===== src/rtl/kbd_fifo_mmio.sv =====
// Keyboard receive FIFO with memory-mapped KBSR/KBDR for the eLC-3 I/O page.
// Optional interrupt request and IE bit are built only when KBD_FIFO_IRQ_EN is defined.
module kbd_fifo_mmio #(
  parameter int unsigned DATA_W    = 8,
  parameter int unsigned DEPTH     = 16,
  parameter logic [15:0] KBSR_ADDR = 16'hFE00,
  parameter logic [15:0] KBDR_ADDR = 16'hFE02
) (
  input  logic              Clk,
  input  logic              Reset_N,
  input  logic              KeyValid,
  input  logic [DATA_W-1:0] KeyData,
  input  logic [15:0]       Address,
  input  logic              MIO_EN,
  input  logic              R_W,
  input  logic [15:0]       Data_In,
  output logic [15:0]       Data_Out,
  output logic              Hit,
  output logic              Irq
);

  localparam int unsigned PTR_W = $clog2(DEPTH);
  localparam int unsigned CNT_W = PTR_W + 1;

  logic [DATA_W-1:0] mem_q [DEPTH];
  logic [PTR_W-1:0]  wr_ptr_q, wr_ptr_d;
  logic [PTR_W-1:0]  rd_ptr_q, rd_ptr_d;
  logic [CNT_W-1:0]  count_q, count_d;
  logic              ovf_q, ovf_d;
  logic              acc_q;
  logic [15:0]       data_out_q, data_out_d;
  logic              ie_c;

  logic acc_kbdr_c, rd_kbsr_c, wr_kbsr_c;
  logic empty_c, full_c, pop_first_c, pop_c, push_c, ovf_set_c;
  logic [15:0] kbsr_c;
  logic unused_c;

  assign acc_kbdr_c = MIO_EN & ~R_W & (Address == KBDR_ADDR);
  assign rd_kbsr_c  = MIO_EN & ~R_W & (Address == KBSR_ADDR);
  assign wr_kbsr_c  = MIO_EN &  R_W & (Address == KBSR_ADDR);
  assign Hit        = MIO_EN & ((Address == KBSR_ADDR) | (Address == KBDR_ADDR));
  assign empty_c    = (count_q == CNT_W'(0));
  assign full_c     = (count_q == CNT_W'(DEPTH));
  assign kbsr_c     = {~empty_c, ie_c, ovf_q, 5'b0, 8'(count_q)};
  assign unused_c   = ^Data_In;
  assign Data_Out   = data_out_q;

  // Next-state: a held KBDR read pops only on its first cycle; a pop frees room for a same-cycle push
  always_comb begin
    pop_first_c = acc_kbdr_c & ~acc_q;
    pop_c       = pop_first_c & ~empty_c;
    push_c      = KeyValid & (~full_c | pop_c);
    ovf_set_c   = KeyValid & full_c & ~pop_c;
    wr_ptr_d    = wr_ptr_q;
    rd_ptr_d    = rd_ptr_q;
    count_d     = count_q;
    ovf_d       = ovf_q;
    data_out_d  = 16'h0000;

    if (push_c) wr_ptr_d = wr_ptr_q + PTR_W'(1);
    if (pop_c)  rd_ptr_d = rd_ptr_q + PTR_W'(1);
    case ({push_c, pop_c})
      2'b10:   count_d = count_q + CNT_W'(1);
      2'b01:   count_d = count_q - CNT_W'(1);
      default: count_d = count_q;
    endcase

    if (wr_kbsr_c && Data_In[13]) ovf_d = 1'b0;
    if (ovf_set_c)                ovf_d = 1'b1;

    if (rd_kbsr_c) begin
      data_out_d = kbsr_c;
    end else if (acc_kbdr_c) begin
      if (pop_first_c) data_out_d = pop_c ? 16'(mem_q[rd_ptr_q]) : 16'h0000;
      else             data_out_d = data_out_q;
    end
  end

  always_ff @(posedge Clk or negedge Reset_N) begin
    if (!Reset_N) begin
      wr_ptr_q   <= '0;
      rd_ptr_q   <= '0;
      count_q    <= '0;
      ovf_q      <= 1'b0;
      acc_q      <= 1'b0;
      data_out_q <= 16'h0000;
    end else begin
      wr_ptr_q   <= wr_ptr_d;
      rd_ptr_q   <= rd_ptr_d;
      count_q    <= count_d;
      ovf_q      <= ovf_d;
      acc_q      <= acc_kbdr_c;
      data_out_q <= data_out_d;
    end
  end

  // Storage array carries no reset; entries are only read once written
  always_ff @(posedge Clk) begin
    if (push_c) mem_q[wr_ptr_q] <= KeyData;
  end

`ifdef KBD_FIFO_IRQ_EN
  logic ie_q, ie_d;
  logic irq_q, irq_d;

  always_comb begin
    ie_d  = wr_kbsr_c ? Data_In[14] : ie_q;
    irq_d = ie_d & (count_d != CNT_W'(0));
  end

  always_ff @(posedge Clk or negedge Reset_N) begin
    if (!Reset_N) begin
      ie_q  <= 1'b0;
      irq_q <= 1'b0;
    end else begin
      ie_q  <= ie_d;
      irq_q <= irq_d;
    end
  end

  assign ie_c = ie_q;
  assign Irq  = irq_q;
`else
  assign ie_c = 1'b0;
  assign Irq  = 1'b0;
`endif

endmodule


===== config.mk =====
export PLATFORM = sky130hd
export DESIGN_NAME = kbd_fifo_mmio
export DESIGN_NICKNAME = d
export VERILOG_FILES = /design/src/rtl/kbd_fifo_mmio.sv
export SDC_FILE = /design/constraint.sdc
export NUM_CORES = 1
export LEC_CHECK = 0
export CAP_MARGIN = 20
export CELL_PAD_IN_SITES_DETAIL_PLACEMENT = 1
export CELL_PAD_IN_SITES_GLOBAL_PLACEMENT = 1
export CORE_ASPECT_RATIO = 1.75
export CORE_MARGIN = 8
export CORE_UTILIZATION = 35
export DETAILED_ROUTE_END_ITERATION = 10
export HOLD_SLACK_MARGIN = 0.03
export PLACE_DENSITY_LB_ADDON = 0.25
export SYNTH_ARGS = -nofsm -noshare
export SYNTH_HDL_FRONTEND = slang
export SYNTH_SLANG_ARGS = --single-unit

===== constraint.sdc =====
create_clock -name Clk -period 3.55 [get_ports Clk]
set_input_delay 0.71 -clock Clk [delete_from_list [all_inputs] [get_ports Clk]]
set_output_delay 0.71 -clock Clk [all_outputs]
set_load 0.02 [all_outputs]

==> impl_metrics.yaml, run 1 <==
die:
  die_x_um: 118
  start_util: 0.356
  core_mm2: 0.0181
  ios: 63
  die_h_um: 195
  dieArea_mm2: 0.0231
  rows: 65
synthesis:
  synthTopCellsByArea: "edfxtp_1, mux4_2, dfrtp_1, mux2i_1, nor2_1"
  yosysTopAreaCellShare: 0.598
  synth_area_per_cell_um2: 17.8
  synth_commonest_cells: "edfxtp_1, mux4_2, nor2_1"
  netlist_area_mm2: 0.00643
  yosys_most_used_dff: "edfxtp_1"
  synth-seq-cells: 153
  seq_area_frac_synth: 0.695
  yosysWarnings: 0
  synth-edff-count: 128
  yosysMostFrequentCell: "edfxtp_1"
  yosysUniqueCellTypes: 42
  syn_inst: 361
  synth.largest_area_cell: "edfxtp_1"
  synthArstFlopShare: 0.163
placement:
  port_buffers: 40
  routabilityCongestion: 0.750
  dp_hpwl_um: 10700
  dp_cells: 653
final_layout:
  nets: 491
  syn2layout_area_growth_pct: 21.0
  diodes: 0
  final_util: 0.431
  n_fill_cell: 1788
  stdcell_count: 685
  drive_gt1_frac: 0.257
cts:
  h-tree-depth: 4
  clockBufferDepth: 2
  clk_pin_slew_ns: 0.06
  cts_buffers: 17
  clk_latency_ns: 0.41
  clock_sinks: 153
  cts_tree: "done"
  postCtsSetupBuffers: 0
  cts-root-buf: "clkbuf_16"
timing:
  fin_crit_sh: 0.920
  whs_ns: 0.527
  rsz0062_at_grt: "false"
  clock_skew_ns: 0.00670
  max_freq_mhz: 306
  relSlewSlack: 0.325
  hold_viol_final: 0
  drv_slew: 0
  setup_violations: 0
  worstMarginPinSlew_ns: 1.01
  period_needed_ns: 3.27
power_and_ir_drop:
  peakVddDrop_uv: 242
  internal_power_mw: 3.39
  p_sw_mw: 1.21
  seqPwrFrac: 0.495
  power_leakage_nw: 2.71
  powerDensity_mw_per_mm2: 592
  combPwrFrac: 0.128
  clkPwrFrac: 0.377
  p_sw_frac: 0.264
drt:
  num_vias: 3439
  first_pass_iters: 6
  drtIter0Drc: 159
  drc: 0
  wl_um: 15100
  ant_nets: 0
  wl_per_cell_um: 22.0
  viasPerCell: 5.02
run:
  maxCapViolations: 0
global_routing:
  grt_pass1_wl_um: 23300
  first_global_vias: 3915
  top_usage_layer: "met2"
  grt_util_met2: 0.265
  grtUsageMet3: 0.0326
  track_usage: 0.136
  antenna_found_initial: 0
  use_met1: 0.129
  grt_overflow: 0
  grt_max_degree: 26
worst_setup_path:
  critPathLaunchType: "input port"
  crit_start: "Address[0]"
  cp.required_ns: 2.84
  arrival_ns: 2.56
  cp-end-kind: "output pin"
  reg2reg_from: "count_q[3]$_DFFE_PN0P_"
  path_max_fanout: 2
  path_class: "input port to output pin"
run_status:
  status: "completed"
min_path:
  min_from: "Data_Out[15]$_DFFE_PN0P_"
  hold_class: "register to register"
## cells in the final DEF, fill, tap and decap left out, drive strengths merged, types with 3 or more instances in the layout
cell type,instances
edfxtp,128
clkdlybuf4s50,39
buf,36
mux4,32
nor2,30
dfrtp,25
clkbuf,17
mux2i,14
inv,14
a21oi,13
nand2,11
nor2b,8
xnor2,8
ha,8
mux2,7
conb,7
nor3,6
xor2,5
o22ai,5
clkinv,5
nand4,5
nand2b,3
a22oi,3
o21ai,3
## metal layers
metal / up-vias / wire, um
met5: - / 0
met4: 0 / 416
met3: 24 / 514
met2: 75 / 8710
met1: 1794 / 5460
li1: 1546 / -
## logic make-up (layout without fill, tap and decap cells)
family | after synthesis | count (layout) | share of synthesized area
and+or+nand+nor | 71 | 71 | 0.0576
adders and majority gates | 8 | 8 | 0.0156
buffers and inverters | 31 | 115 | 0.0364
muxes | 53 | 53 | 0.146
other | 1 | 7 | 0.000583
AOI/OAI and AO/OA | 31 | 31 | 0.0308
xor gates and xnor gates | 13 | 13 | 0.0177
DFF | 153 | 153 | 0.695
## path summary, 6_finish.rpt
check                                            to  slack (ns)  depth (start not counted)
max in group asynchronous   rd_ptr_q[0]$_DFFE_PN0P_        2.60                          2
setup reg to reg             count_q[4]$_DFFE_PN0P_        0.93                         12
setup / recovery                                Hit        0.28                          5
hold / removal             Data_Out[15]$_DFFE_PN0P_        0.53                          2
min in group asynchronous    count_q[4]$_DFFE_PN0P_        0.67                          2
hold reg to reg            Data_Out[15]$_DFFE_PN0P_        0.53                          2
## area by class of cell
| class | count | area, um2 | area share |
|---|---|---|---|
| flip-flops and latches | 153 | 4470 | 0.575 |
| multi-input cells | 183 | 1750 | 0.226 |
| repair buffers | 76 | 669 | 0.0861 |
| clock buffers | 17 | 425 | 0.0547 |
| well taps | 234 | 293 | 0.0376 |
| clock inverters | 15 | 140 | 0.0180 |
| inverters | 7 | 26.3 | 0.00338 |
## worst max-delay path, cell delays in order
cell             delay, ns
clkdlybuf4s50_1       0.41
or4_4                 0.57
nor4_2                0.36
buf_4                 0.17
dlygate4sd2_1         0.34
## per-stage QoR
step	power, mW	area, um2	worst slack [ns]	setup TNS, ns
6_report	4.60	7780	0.282	0
5_1_grt	4.79	7780	0.214	0
4_1_cts	4.66	7780	0.244	0
3_5_place_dp	2.92	7210	-0.115	-0.128
3_3_place_gp	2.88	7210	-0.0918	-0.117
2_1_floorplan	2.64	6450	0.408	0
## power by group through the flow
| stage | clock (mW) | sequential [mW] | combinational [mW] |
|---|---|---|---|
| 2_1_floorplan | 0 | 2.25 | 0.391 |
| 3_3_place_gp | 0 | 2.31 | 0.579 |
| 3_5_place_dp | 0 | 2.32 | 0.599 |
| 4_1_cts | 1.78 | 2.28 | 0.603 |
| 5_1_grt | 1.84 | 2.30 | 0.651 |
| 6_report | 1.73 | 2.28 | 0.591 |
## state kept, by name, summed over array words and instances, names as in the netlist
signal / flops
rd_ptr_q: 4
acc_q: 1
Data_Out: 10
mem_q: 128
ovf_q: 1
count_q: 5
wr_ptr_q: 4
## what timing repair did
action,CTS,global route
endpoints found under the setup margin,1,0
resized for setup,2,0
hold buffers,0,0
No activity file was read; power rests on OpenSTA's default activity.
==> inputs of run 2 (changes only) <==
Settings changed: CORE_MARGIN 8 to 2, GPL_ROUTABILITY_DRIVEN set to 0, SETUP_SLACK_MARGIN set to 0.4.
==> run 2 against run 1 <==
Via count grew 1.3%. Clock-buffer cell count unchanged. First-iteration DRC count is 23% higher. Die area shrank 16%. Maximum frequency is 7.0% higher. Global-route usage rose by 3.2 points. Largest power group unchanged.
==> impl_metrics.yaml, run 2 (synthesis results as in run 1) <==
run_status:
  status: "completed"
timing:
  max_freq_mhz: 328
  rsz0062_at_grt: "false"
  setup_violations: 0
  drv_slew: 0
  fin_tns_setup_ns: 0
  relSlewSlack: 0.423
  whs_ns: 0.517
  worstMarginPinSlew_ns: 0.865
  hold_viol_final: 0
  period_needed_ns: 3.05
  fin_crit_sh: 0.860
  finalWorstSetupSlack_ns: 0.497
  clock_skew_ns: 0.0101
placement:
  dp_hpwl_um: 10600
  port_buffers: 40
  dp_slack_ns: -0.0504
  dp_cells: 653
  dpl-instance-area_mm2: 0.00721
min_path:
  min_from: "Data_Out[15]$_DFFE_PN0P_"
  min_path_cells: 2
  hold_class: "register to register"
  holdPathEnd: "Data_Out[15]$_DFFE_PN0P_"
final_layout:
  most-common-layout-cells: "edfxtp_1, buf_4, clkdlybuf4s50_1"
  layout_commonest_cell: "edfxtp_1"
  stdcell_count: 687
  final_area_mm2: 0.00790
  sequential_cell_area_mm2: 0.00447
  largest_reg_flops: 128
  n_fill_cell: 1779
  final_util: 0.438
  multi_input_comb_area_mm2: 0.00180
  diodes: 0
  syn2layout_area_growth_pct: 22.9
  nets: 493
  largest-register: "mem_q"
  drive_gt1_frac: 0.274
global_routing:
  track_usage: 0.168
  antenna_found_initial: 0
  grt_max_degree: 31
  grt_overflow: 0
  grt_pass1_wl_um: 23300
  first_global_vias: 3971
cts:
  h-tree-depth: 4
  clk_pin_slew_ns: 0.07
  cts_tree: "done"
  cts_buffers: 17
  cts-root-buf: "clkbuf_16"
  clock_sinks: 153
  clk_latency_ns: 0.43
  clockBufferDepth: 2
drt:
  drtIter0Drc: 196
  viasPerCell: 5.07
  drc: 0
  num_vias: 3483
  wl_um: 15200
  first_pass_iters: 6
  ant_nets: 0
  wl_per_cell_um: 22.1
run:
  maxCapViolations: 0
worst_setup_path:
  cp-end-kind: "register"
  arrival_ns: 3.18
  r2r_cells: 11
  path_max_fanout: 8
  path_class: "input port to register"
  reg2reg_from: "count_q[1]$_DFFE_PN0P_"
  r2r-end: "count_q[4]$_DFFE_PN0P_"
  cp.required_ns: 3.68
  ff2ff_setup_slack_ns: 0.76
  critPathLaunchType: "input port"
die:
  dieArea_mm2: 0.0195
  ios: 63
  core_mm2: 0.0181
  start_util: 0.356
  rows: 65
  die_x_um: 106
  die_h_um: 183
power_and_ir_drop:
  finalPower_mw: 4.69
  peakVddDrop_uv: 299
  power_leakage_nw: 2.77
  powerDensity_mw_per_mm2: 594
-- run 2: cell count changes in the layout (fill, tap and decap cells not counted), sizes merged --
cell           delta
buf               +2
bufinv            -1
clkdlybuf4s15     +1
clkdlybuf4s50     -6
clkinv            +1
clkinvlp          -2
dlygate4sd2       -1
dlymetal6s2s      +6
inv               +2
-- run 2: where the power goes --
part           leakage, nW  switching [mW]  internal, mW
Clock                0.294           0.833         0.951
Combinational        0.994           0.369         0.270
Sequential            1.48           0.116          2.16
Total                 2.77            1.32          3.38
-- run 2: worst max path at each step --
stage,start,endpoint,slack [ns],depth (start not counted)
floorplan,Address[0],count_q[4]$_DFFE_PN0P_,0.41,13
global placement,Address[0],Hit,-0.05,4
detailed placement,Address[0],count_q[4]$_DFFE_PN0P_,-0.05,13
CTS,Address[0],count_q[4]$_DFFE_PN0P_,0.40,13
global route,Address[13],count_q[4]$_DFFE_PN0P_,0.29,12
finish,Address[5],mem_q[2][0]$_DFFE_PP_,0.50,9
-- run 2: critical path: stages --
cell,delay [ns]
clkdlybuf4s50_1,0.40
or4_4,0.46
nor3_4,0.23
a41o_1,0.30
buf_4,0.15
buf_4,0.15
nand2_1,0.14
nor3_1,0.34
buf_4,0.28
-- run 2: layer usage --
metal  track usage  share of wire  vias up
met5             0              0        -
met4        0.0769          0.028        0
met3        0.0330          0.037       27
met2         0.321           0.59       87
met1         0.173           0.35     1815
li1              -              -     1554
-- run 2: what timing repair did --
item | CTS | global route
resized for setup | 4 | 17
endpoints found under the hold margin | 0 | 0
hold buffers | 0 | 0
buffers inserted | 0 | 2
pin swaps | 1 | 8
setup endpoints to repair | 2 | 3
-- run 2: layout make-up --
cell class,instances,share of cell area
multi-input cells,183,0.228
flip-flops and latches,153,0.566
clock buffers,17,0.0538
inverters,7,0.00364
well taps,234,0.0371
clock inverters,15,0.0220
repair buffers,78,0.0892
